==> src/rtl/hilo_mdu_if.sv <==
`default_nettype none
// ============================================================================
//  Module   : hilo_mdu_if
//  Purpose  : Request/response bundle between the EX stage and the HI/LO unit.
//  Revision : 1.0 - initial release
// ============================================================================
interface hilo_mdu_if #(
    parameter int WIDTH = 32
);
    logic             start;
    logic [2:0]       op;
    logic [WIDTH-1:0] a_i;
    logic [WIDTH-1:0] b_i;
    logic             cancel;
    logic             busy;
    logic             done;
    logic             div_by_zero;
    logic [WIDTH-1:0] hi_o;
    logic [WIDTH-1:0] lo_o;

    modport master (
        output start, op, a_i, b_i, cancel,
        input  busy, done, div_by_zero, hi_o, lo_o
    );

    modport slave (
        input  start, op, a_i, b_i, cancel,
        output busy, done, div_by_zero, hi_o, lo_o
    );
endinterface
`default_nettype wire

==> src/rtl/hilo_mdu.sv <==
`default_nettype none
// ============================================================================
//  Module   : hilo_mdu
//  Purpose  : Architectural HI/LO pair with fixed-latency multiply and
//             one-bit-per-cycle restoring divide.
//  Revision : 1.0 - initial release
// ============================================================================
module hilo_mdu #(
    parameter int WIDTH      = 32,
    parameter int MUL_STAGES = 2
) (
    input  wire logic   clk,
    input  wire logic   rst,
    hilo_mdu_if.slave   bus
);
    localparam int c_CNT_MAX = (WIDTH > MUL_STAGES) ? WIDTH : MUL_STAGES;
    localparam int c_CW      = $clog2(c_CNT_MAX + 1);
    localparam logic [c_CW-1:0] c_MUL_LAST = c_CW'(MUL_STAGES - 1);
    localparam logic [c_CW-1:0] c_DIV_LAST = c_CW'(WIDTH - 1);

    typedef enum logic [1:0] {
        S_IDLE = 2'd0,
        S_MUL  = 2'd1,
        S_DIV  = 2'd2,
        S_FIX  = 2'd3
    } state_t;

    state_t             r_state;
    logic [WIDTH-1:0]   r_hi;
    logic [WIDTH-1:0]   r_lo;
    logic               r_done;
    logic               r_dz;
    logic               r_dz_pend;
    logic [c_CW-1:0]    r_cnt;
    logic [WIDTH-1:0]   r_a;
    logic [WIDTH-1:0]   r_b;
    logic               r_signed;
    logic [WIDTH-1:0]   r_rem;
    logic [WIDTH-1:0]   r_quo;
    logic [WIDTH-1:0]   r_dvs;
    logic               r_neg_q;
    logic               r_neg_r;

    logic               w_accept;
    logic               w_op_signed;
    logic               w_a_neg;
    logic               w_b_neg;
    logic [WIDTH-1:0]   w_a_mag;
    logic [WIDTH-1:0]   w_b_mag;
    logic [2*WIDTH-1:0] w_ma;
    logic [2*WIDTH-1:0] w_mb;
    logic [2*WIDTH-1:0] w_prod;
    logic [WIDTH:0]     w_shift;
    logic [WIDTH:0]     w_diff;
    logic               w_fits;
    logic [WIDTH-1:0]   w_q_fix;
    logic [WIDTH-1:0]   w_r_fix;

    assign w_accept    = bus.start & (r_state == S_IDLE) & ~bus.cancel;
    assign w_op_signed = ~bus.op[0];
    assign w_a_neg     = w_op_signed & bus.a_i[WIDTH-1];
    assign w_b_neg     = w_op_signed & bus.b_i[WIDTH-1];
    assign w_a_mag     = w_a_neg ? (-bus.a_i) : bus.a_i;
    assign w_b_mag     = w_b_neg ? (-bus.b_i) : bus.b_i;

    // Sign-extending to 2*WIDTH lets one multiplier serve MULT and MULTU.
    assign w_ma   = {{WIDTH{r_signed & r_a[WIDTH-1]}}, r_a};
    assign w_mb   = {{WIDTH{r_signed & r_b[WIDTH-1]}}, r_b};
    assign w_prod = w_ma * w_mb;

    assign w_shift = {r_rem, r_quo[WIDTH-1]};
    assign w_diff  = w_shift - {1'b0, r_dvs};
    assign w_fits  = ~w_diff[WIDTH];

    assign w_q_fix = r_neg_q ? (-r_quo) : r_quo;
    assign w_r_fix = r_neg_r ? (-r_rem) : r_rem;

    always_ff @(posedge clk) begin
        if (!rst) begin
            r_state   <= S_IDLE;
            r_hi      <= '0;
            r_lo      <= '0;
            r_done    <= 1'b0;
            r_dz      <= 1'b0;
            r_dz_pend <= 1'b0;
            r_cnt     <= '0;
            r_a       <= '0;
            r_b       <= '0;
            r_signed  <= 1'b0;
            r_rem     <= '0;
            r_quo     <= '0;
            r_dvs     <= '0;
            r_neg_q   <= 1'b0;
            r_neg_r   <= 1'b0;
        end else begin
            r_done <= 1'b0;
            r_dz   <= 1'b0;
            case (r_state)
                S_IDLE: begin
                    if (w_accept) begin
                        case (bus.op)
                            3'b000, 3'b001: begin
                                r_a      <= bus.a_i;
                                r_b      <= bus.b_i;
                                r_signed <= w_op_signed;
                                r_cnt    <= '0;
                                r_state  <= S_MUL;
                            end
                            3'b010, 3'b011: begin
                                r_quo     <= w_a_mag;
                                r_dvs     <= w_b_mag;
                                r_rem     <= '0;
                                r_neg_q   <= w_a_neg ^ w_b_neg;
                                r_neg_r   <= w_a_neg;
                                r_cnt     <= '0;
                                r_dz_pend <= (bus.b_i == '0);
                                // A zero divisor skips the iterations entirely.
                                r_state   <= (bus.b_i == '0) ? S_FIX : S_DIV;
                            end
                            3'b100:  r_hi <= bus.a_i;
                            3'b101:  r_lo <= bus.a_i;
                            default: ;
                        endcase
                    end
                end
                S_MUL: begin
                    if (bus.cancel) begin
                        r_state <= S_IDLE;
                    end else if (r_cnt == c_MUL_LAST) begin
                        {r_hi, r_lo} <= w_prod;
                        r_done       <= 1'b1;
                        r_state      <= S_IDLE;
                    end else begin
                        r_cnt <= r_cnt + 1'b1;
                    end
                end
                S_DIV: begin
                    if (bus.cancel) begin
                        r_state <= S_IDLE;
                    end else begin
                        r_rem <= w_fits ? w_diff[WIDTH-1:0] : w_shift[WIDTH-1:0];
                        r_quo <= {r_quo[WIDTH-2:0], w_fits};
                        if (r_cnt == c_DIV_LAST) begin
                            r_state <= S_FIX;
                        end else begin
                            r_cnt <= r_cnt + 1'b1;
                        end
                    end
                end
                S_FIX: begin
                    if (bus.cancel) begin
                        r_state <= S_IDLE;
                    end else begin
                        r_done <= 1'b1;
                        if (r_dz_pend) begin
                            r_dz <= 1'b1;
                        end else begin
                            r_lo <= w_q_fix;
                            r_hi <= w_r_fix;
                        end
                        r_state <= S_IDLE;
                    end
                end
                default: r_state <= S_IDLE;
            endcase
        end
    end

    assign bus.busy        = (r_state != S_IDLE);
    assign bus.done        = r_done;
    assign bus.div_by_zero = r_dz;
    assign bus.hi_o        = r_hi;
    assign bus.lo_o        = r_lo;
endmodule
`default_nettype wire
==> src/flat_wrapper.sv <==
// flat-port wrapper written by rule: the top's interface ports become plain ports
module hilo_mdu_flat 
#(
    parameter int WIDTH      = 32,
    parameter int MUL_STAGES = 2
)
  (clk, rst, bus_start, bus_op, bus_a_i, bus_b_i, bus_cancel, bus_busy, bus_done, bus_div_by_zero, bus_hi_o, bus_lo_o);
  hilo_mdu_if #(.WIDTH(WIDTH)) bus_i ();
  input  wire logic clk;
  input  wire logic rst;
  input wire logic [$bits(bus_i.start)-1:0] bus_start;
  input wire logic [$bits(bus_i.op)-1:0] bus_op;
  input wire logic [$bits(bus_i.a_i)-1:0] bus_a_i;
  input wire logic [$bits(bus_i.b_i)-1:0] bus_b_i;
  input wire logic [$bits(bus_i.cancel)-1:0] bus_cancel;
  output wire logic [$bits(bus_i.busy)-1:0] bus_busy;
  output wire logic [$bits(bus_i.done)-1:0] bus_done;
  output wire logic [$bits(bus_i.div_by_zero)-1:0] bus_div_by_zero;
  output wire logic [$bits(bus_i.hi_o)-1:0] bus_hi_o;
  output wire logic [$bits(bus_i.lo_o)-1:0] bus_lo_o;
  assign bus_i.start = bus_start;
  assign bus_i.op = bus_op;
  assign bus_i.a_i = bus_a_i;
  assign bus_i.b_i = bus_b_i;
  assign bus_i.cancel = bus_cancel;
  assign bus_busy = bus_i.busy;
  assign bus_done = bus_i.done;
  assign bus_div_by_zero = bus_i.div_by_zero;
  assign bus_hi_o = bus_i.hi_o;
  assign bus_lo_o = bus_i.lo_o;
  hilo_mdu #(.WIDTH(WIDTH), .MUL_STAGES(MUL_STAGES)) u_core (.clk(clk), .rst(rst), .bus(bus_i));
endmodule
==> config.mk <==
export PLATFORM = sky130hd
export DESIGN_NAME = hilo_mdu_flat
export DESIGN_NICKNAME = d
export VERILOG_FILES = /design/src/rtl/hilo_mdu_if.sv /design/src/rtl/hilo_mdu.sv /design/src/flat_wrapper.sv
export SDC_FILE = /design/constraint.sdc
export NUM_CORES = 2
export LEC_CHECK = 0
export CAP_MARGIN = 40
export CORE_ASPECT_RATIO = 1.25
export CORE_MARGIN = 4
export CORE_UTILIZATION = 47
export DETAILED_ROUTE_END_ITERATION = 8
export GPL_ROUTABILITY_DRIVEN = 0
export GPL_TIMING_DRIVEN = 0
export SLEW_MARGIN = 40
export SYNTH_ARGS = -nofsm -noshare
export SYNTH_HDL_FRONTEND = slang
export SYNTH_SLANG_ARGS = --single-unit
==> constraint.sdc <==
create_clock -name clk -period 11.6 [get_ports clk]
set_clock_uncertainty 0.1 [all_clocks]
set_input_delay 1.16 -clock clk [delete_from_list [all_inputs] [get_ports clk]]
set_output_delay 1.16 -clock clk [all_outputs]
set_load 0.05 [all_outputs]
# After elaboration in Yosys (flattened, before gate mapping)
# Cells that the tools add are included.
[word_totals] in_bits=71 ff_bits=238 out_inout_bits=67 elab_cells=124
[op_classes] reduce_logical=18 n_mul=1 n_bitwise=12 eq_ne=25 mux=47 n_addsub=6
[ops] op="$mux 32" count=23
[ops] op="$pmux 32 s3" count=2
[ops] op="$neg 32->32" count=4
[ops] op="$pmux 32 s2" count=2
[ops] op="$mul 33x33->64" count=1
[ops] op="$mux 6" count=6
[ops] op="$sub 33x32->33" count=1
[ops] op="$logic_not 32->1" count=1
[ops] op="$reduce_and 7->1" count=3
[ops] op="$ne 2x2->1 const B" count=10
[ops] op="$pmux 6 s3" count=1
[ops] op="$mux 2" count=5
[ops] op="$pmux 2 s4" count=1
[ops] op="$reduce_and 4->1" count=2
[ops] op="$add 6x1->6 const B" count=1
[ops] op="$and 1x1->1" count=6
[ops] op="$eq 3x2->1 const B" count=2
[ops] op="$eq 3x3->1 const B" count=2
[ops] op="$eq 6x1->1 const B" count=1
[ops] op="$eq 6x5->1 const B" count=1
[ops] op="$ne 3x2->1 const B" count=2
[ops] op="$reduce_and 3->1" count=2
[ops] op="$reduce_bool 3->1" count=2
[ops] op="$mux 1" count=5
[ops] op="other kinds (15)" count=23

# Depth between registers and ports, before layout
[depth] ltp_word=6 depth_mapped=31 ltp_nobuf=28

# Worst setup path before layout
# Ideal clock, no wire load.
[synth_timing] path_type="reg2reg" from="reg u_core.r_signed" to="reg u_core.r_hi[31], in the netlist u_core.bus.hi_o[31]" required_time_ps=11375 period_less_slack_ps=8210 slack_ps=3390 path_buffers=3 arrival_time_ps=7985 setup_time_ps=125 path_stages_with_launch=28 cell_sequence="dfxtp_1 clkbuf_1 clkbuf_1 and3_1 fa_1 fa_1 fa_1 inv_1 fa_1 inv_1 fa_1 fa_1 fa_1 inv_1 fa_1 inv_1 ha_1 buf_2 nand2_1 o21ai_0 o21ai_0 a221oi_1 o21ai_1 o41ai_2 a21boi_0 o31a_1 o31ai_1 a21oi_1"
[synth_via] elab_chain_cells=5 elab_cells_between_ends=6 cone_classes="mul: 1; mux: 3; bitwise: 2"
[synth_rtl] item="from (decl)" line_no="hilo_mdu.sv:37" source="logic r_signed;"
[synth_rtl] item="from (signal assigned)" line_no="hilo_mdu.sv:105" source="r_signed <= w_op_signed;"
[synth_rtl] item="$and 1x1->1 (on tied branches)" line_no="hilo_mdu.sv:67, hilo_mdu.sv:68"
[synth_rtl] item="$mul 33x33->64 (*)" line_no="hilo_mdu.sv:69" source="assign w_prod = w_ma * w_mb;"
[synth_rtl] item="$mux 32 (*)" line_no="hilo_mdu.sv:129" source="end else if (r_cnt == c_MUL_LAST) begin"
[synth_rtl] item="$mux 32 (*)" line_no="hilo_mdu.sv:127" source="if (bus.cancel) begin"
[synth_rtl] item="$pmux 32 s3 (*)" line_no="hilo_mdu.sv:98" source="case (r_state)"
[synth_rtl] item="to (signal assigned)" line_no="hilo_mdu.sv:120" source="3'b100: r_hi <= bus.a_i;"
[synth_rtl] item="to (signal assigned)" line_no="hilo_mdu.sv:130" source="{r_hi, r_lo} <= w_prod;"
[synth_rtl] item="to (signal assigned)" line_no="hilo_mdu.sv:159" source="r_hi <= w_r_fix;"
[synth_rtl] item="to (decl)" line_no="hilo_mdu.sv:29" source="logic [WIDTH-1:0] r_hi;"
# Mark *: on every way between the ends. The rest lies on a longest branch, timed or not. The select of a mux whose other input is x is not followed.
# A chain may end at the register's enable or synchronous reset.

# Worst setup path in the final report
[layout_timing] from="reg u_core.r_signed" to="reg u_core.r_hi[30], in the netlist u_core.bus.hi_o[30]"
# Same word-level chain as after synthesis.

==> results.md <==
- Area Overhead vs Synth: 7.71%
- GR Overflow Total: 0
- Mapped cell area: 52,200 um2
- Synth area leaders: fa_1, dfxtp_1, inv_1
- Via count: 44,100
- Routed WL per cell: 26.0 um
- Leak Pwr: 25.8 nW
- RSZ-0062 raised after global routing: false
- Switch share: 51.8%
- Via density: 5.69
- Startpoint types: register
- Top cell type by total area after synthesis: fa_1
- Clock share of power: 16.1%
- Crit path max fanout: 10
- Worst EP arrival: 11.32 ns
- Total wire length after detailed routing: 202,000 um
- Layout cells sized above 1: 2.59%
- Pwr dens: 83.9 nW/um2
- Placed Area: 55,500 um2
- Worst R2R Setup Slack: 0.59 ns
- Design Area, Final: 56,200 um2
- Synthesis warning total: 0
- H-tree depth: 1
- Ys flop type: dfxtp_1
- Hpwl dp: 171,000 um
- P_int: 2.27 mW
- Fmax: 90.8 MHz
- Combinational fraction of design power: 57.4%
- Bufs and invs on worst path: 6
- First-pass GRT wire length: 299,000 um
- Slew Limit Fails: 0
- CP max-delay cell: fa_1
- Rows: 136
- Mapped Avg Cell Area: 8.54 um2
- DR DRC count: 0
- Peak supply drop: 0.000168 V
- Largest net degree at the start of global routing: 25
- Worst slew pin tran: 0.985 ns
- Synth Instances: 6,116
- Die H: 381 um
- Synth cell types: 81
- Drt first-iter violations: 3,868
- Crit-path max cell delay: 1.02 ns
- Skew-Pair Late Insertion Delay: 0.56 ns
- Critical Path End Type: register
- WP data required: 11.91 ns
- IO buf count: 131
- Async SR Flop Fraction: 0%
- P_sw: 2.45 mW
- Die Span X: 306 um
- Endpoints failing hold: 0
- Die area: 117,000 um2
- Max_cap viols: 0
- Worst min path class: register to register
- Initial DRT Pass Iterations: 6
- Core Region: 110,000 um2
- Crit path time final: 11.01 ns
- Slew Limit Headroom: 34.4%
- Crit-path most repeated cell: fa_1
- Number of flops mapped to enable cells by yosys: 0
- Post-CTS Hold Fix Bufs: 0
- Initial antenna violation count: 16
- Post-synthesis sequential area ratio: 9.13%
- Clock Tree Buf Depth: 3
- Post-route ant nets: 0
- CTS tree: yes
- Pre-CTS setup slack: 0.639 ns
- Clk slew on worst S/H paths: 0.07 ns
- I/O pin total: 138
- Syn nets: 7,567
- Top cell type's share of synthesized area: 43.2%
- Initial Util: 47.4%
- GR Util All Layers: 34.8%
- Root buf cell: clkbuf_16
- CTS Buf Count: 21
- PnR worst setup slack: 0.592 ns
- Synth Register Bits: 238
- Vias in the first global route: 46,400
- Setup TNS: 0 ns
- Status: complete, no violations
- Nets: 7,728
- Final setup viols: 0
- Crit share post-route: 94.9%
- Sinks on Clock Net: 238
- Sequential Power Share: 26.6%
- Largest delay contributor family on the critical path: adder cells
- Final Util: 51.1%
- Setup CP Type: register to register
[logic make-up after synthesis]
logic type / share of synthesized area [%]
buf+inv: 11.2
flops: 9.13
xor+xnor: 3.39
fa+ha+maj: 49.3
compound gates: 9.79
simple gates: 16.7
mux: 0.527
[worst register-to-register path: cells and delay by family (launching register included)]
family          cells  cell delay (ns)
fa+ha+maj           9             5.30
compound gates      5             1.80
xor+xnor            1             0.21
buf+inv             6             1.90
simple gates        4             1.17
flops               1             0.39
[metal layers]
| metal | routed length, um | global-route usage, % | part of all wire [%] | vias up |
|---|---|---|---|---|
| met5 | 20 | 0 | 0.0099 | - |
| met4 | 20200 | 26.6 | 10 | 4 |
| met3 | 17100 | 6.66 | 8.5 | 685 |
| met2 | 94100 | 56.9 | 47 | 2262 |
| met1 | 70200 | 40.5 | 35 | 22200 |
| li1 | - | - | - | 19000 |
[layout by cell type, fill, tap and decap left out, drive strengths merged, types with 28 or more instances in the layout]
master,instances
ha,254
and3,34
o21ai,208
dfxtp,238
a21o,39
and2,355
a221oi,32
inv,1196
nand3,35
o31ai,31
a211oi,44
clkbuf,380
clkdlybuf4s50,131
xor2,49
a31oi,37
nor3,37
or3,28
a21oi,259
xnor2,153
a22oi,31
fa,1126
nand2,1045
nor2,228
[power groups by stage]
stage,registers (mW),logic [mW],clock network [mW]
final,1.25,2.71,0.758
after floorplan,1.48,1.41,0
after CTS,1.23,2.66,0.760
after detailed placement,1.25,2.65,0
after global placement,1.25,2.62,0
after global routing,1.26,2.86,0.790
[sequential cells by signal (all words and copies together) (netlist names)]
register	flops
u_core.bus.hi_o	32
u_core.bus.lo_o	32
u_core.r_a	32
u_core.r_b	32
u_core.r_dvs	32
u_core.r_quo	32
u_core.r_rem	32
u_core.r_cnt	6
u_core.r_state	2
u_core.bus.div_by_zero	1
u_core.bus.done	1
u_core.r_dz_pend	1
u_core.r_neg_q	1
u_core.r_neg_r	1
u_core.r_signed	1
[path summary, 6_finish.rpt]
check | cells after the start | endpoint | from
worst min-delay path | 2 | u_core.r_dvs[22]$_SDFFE_PN0P_ | u_core.r_dvs[22]$_SDFFE_PN0P_
worst max register to register | 25 | u_core.bus.hi_o[30]$_SDFFE_PN0P_ | u_core.r_signed$_SDFFE_PN0P_
worst max-delay path | 25 | u_core.bus.hi_o[30]$_SDFFE_PN0P_ | u_core.r_signed$_SDFFE_PN0P_
worst min register to register | 2 | u_core.r_dvs[22]$_SDFFE_PN0P_ | u_core.r_dvs[22]$_SDFFE_PN0P_
[Yosys cell counts (44+ instances only)]
master and number:
fa_1 1126, ha_1 254, xnor2_1 153, a211oi_1 44, o21ai_0 203, inv_1 1195, and2_1 353, clkbuf_1 351
nor2_1 228, a21oi_1 259, xor2_1 49, nand2_1 1045, dfxtp_1 238
[cell type report]
type / count / area, um2
multi-input cells: 4321 / 41600
inverters: 1195 / 4490
clock buffers: 29 / 596
fillers: 10700 / 53900
repair buffers: 138 / 1360
flip-flops and latches: 238 / 4770
well taps: 1449 / 1810
plain buffers: 362 / 1450
clock inverters: 8 / 103
diodes: 14 / 35.0
[timing repair]
item	CTS	global route
endpoints found under the setup margin	0	2
gates resized for setup	0	2
setup buffers	0	0
[metrics by stage]
stage                     hold WS, ns  power, mW  std cells
after floorplan                 0.332       2.89       6116
after global placement          0.345       3.87       7696
after detailed placement        0.347       3.90       7701
after CTS                       0.359       4.65       7738
after global routing            0.367       4.91       7744
final                           0.360       4.72       7754
Note: power is estimated with default switching activity, not from simulation.
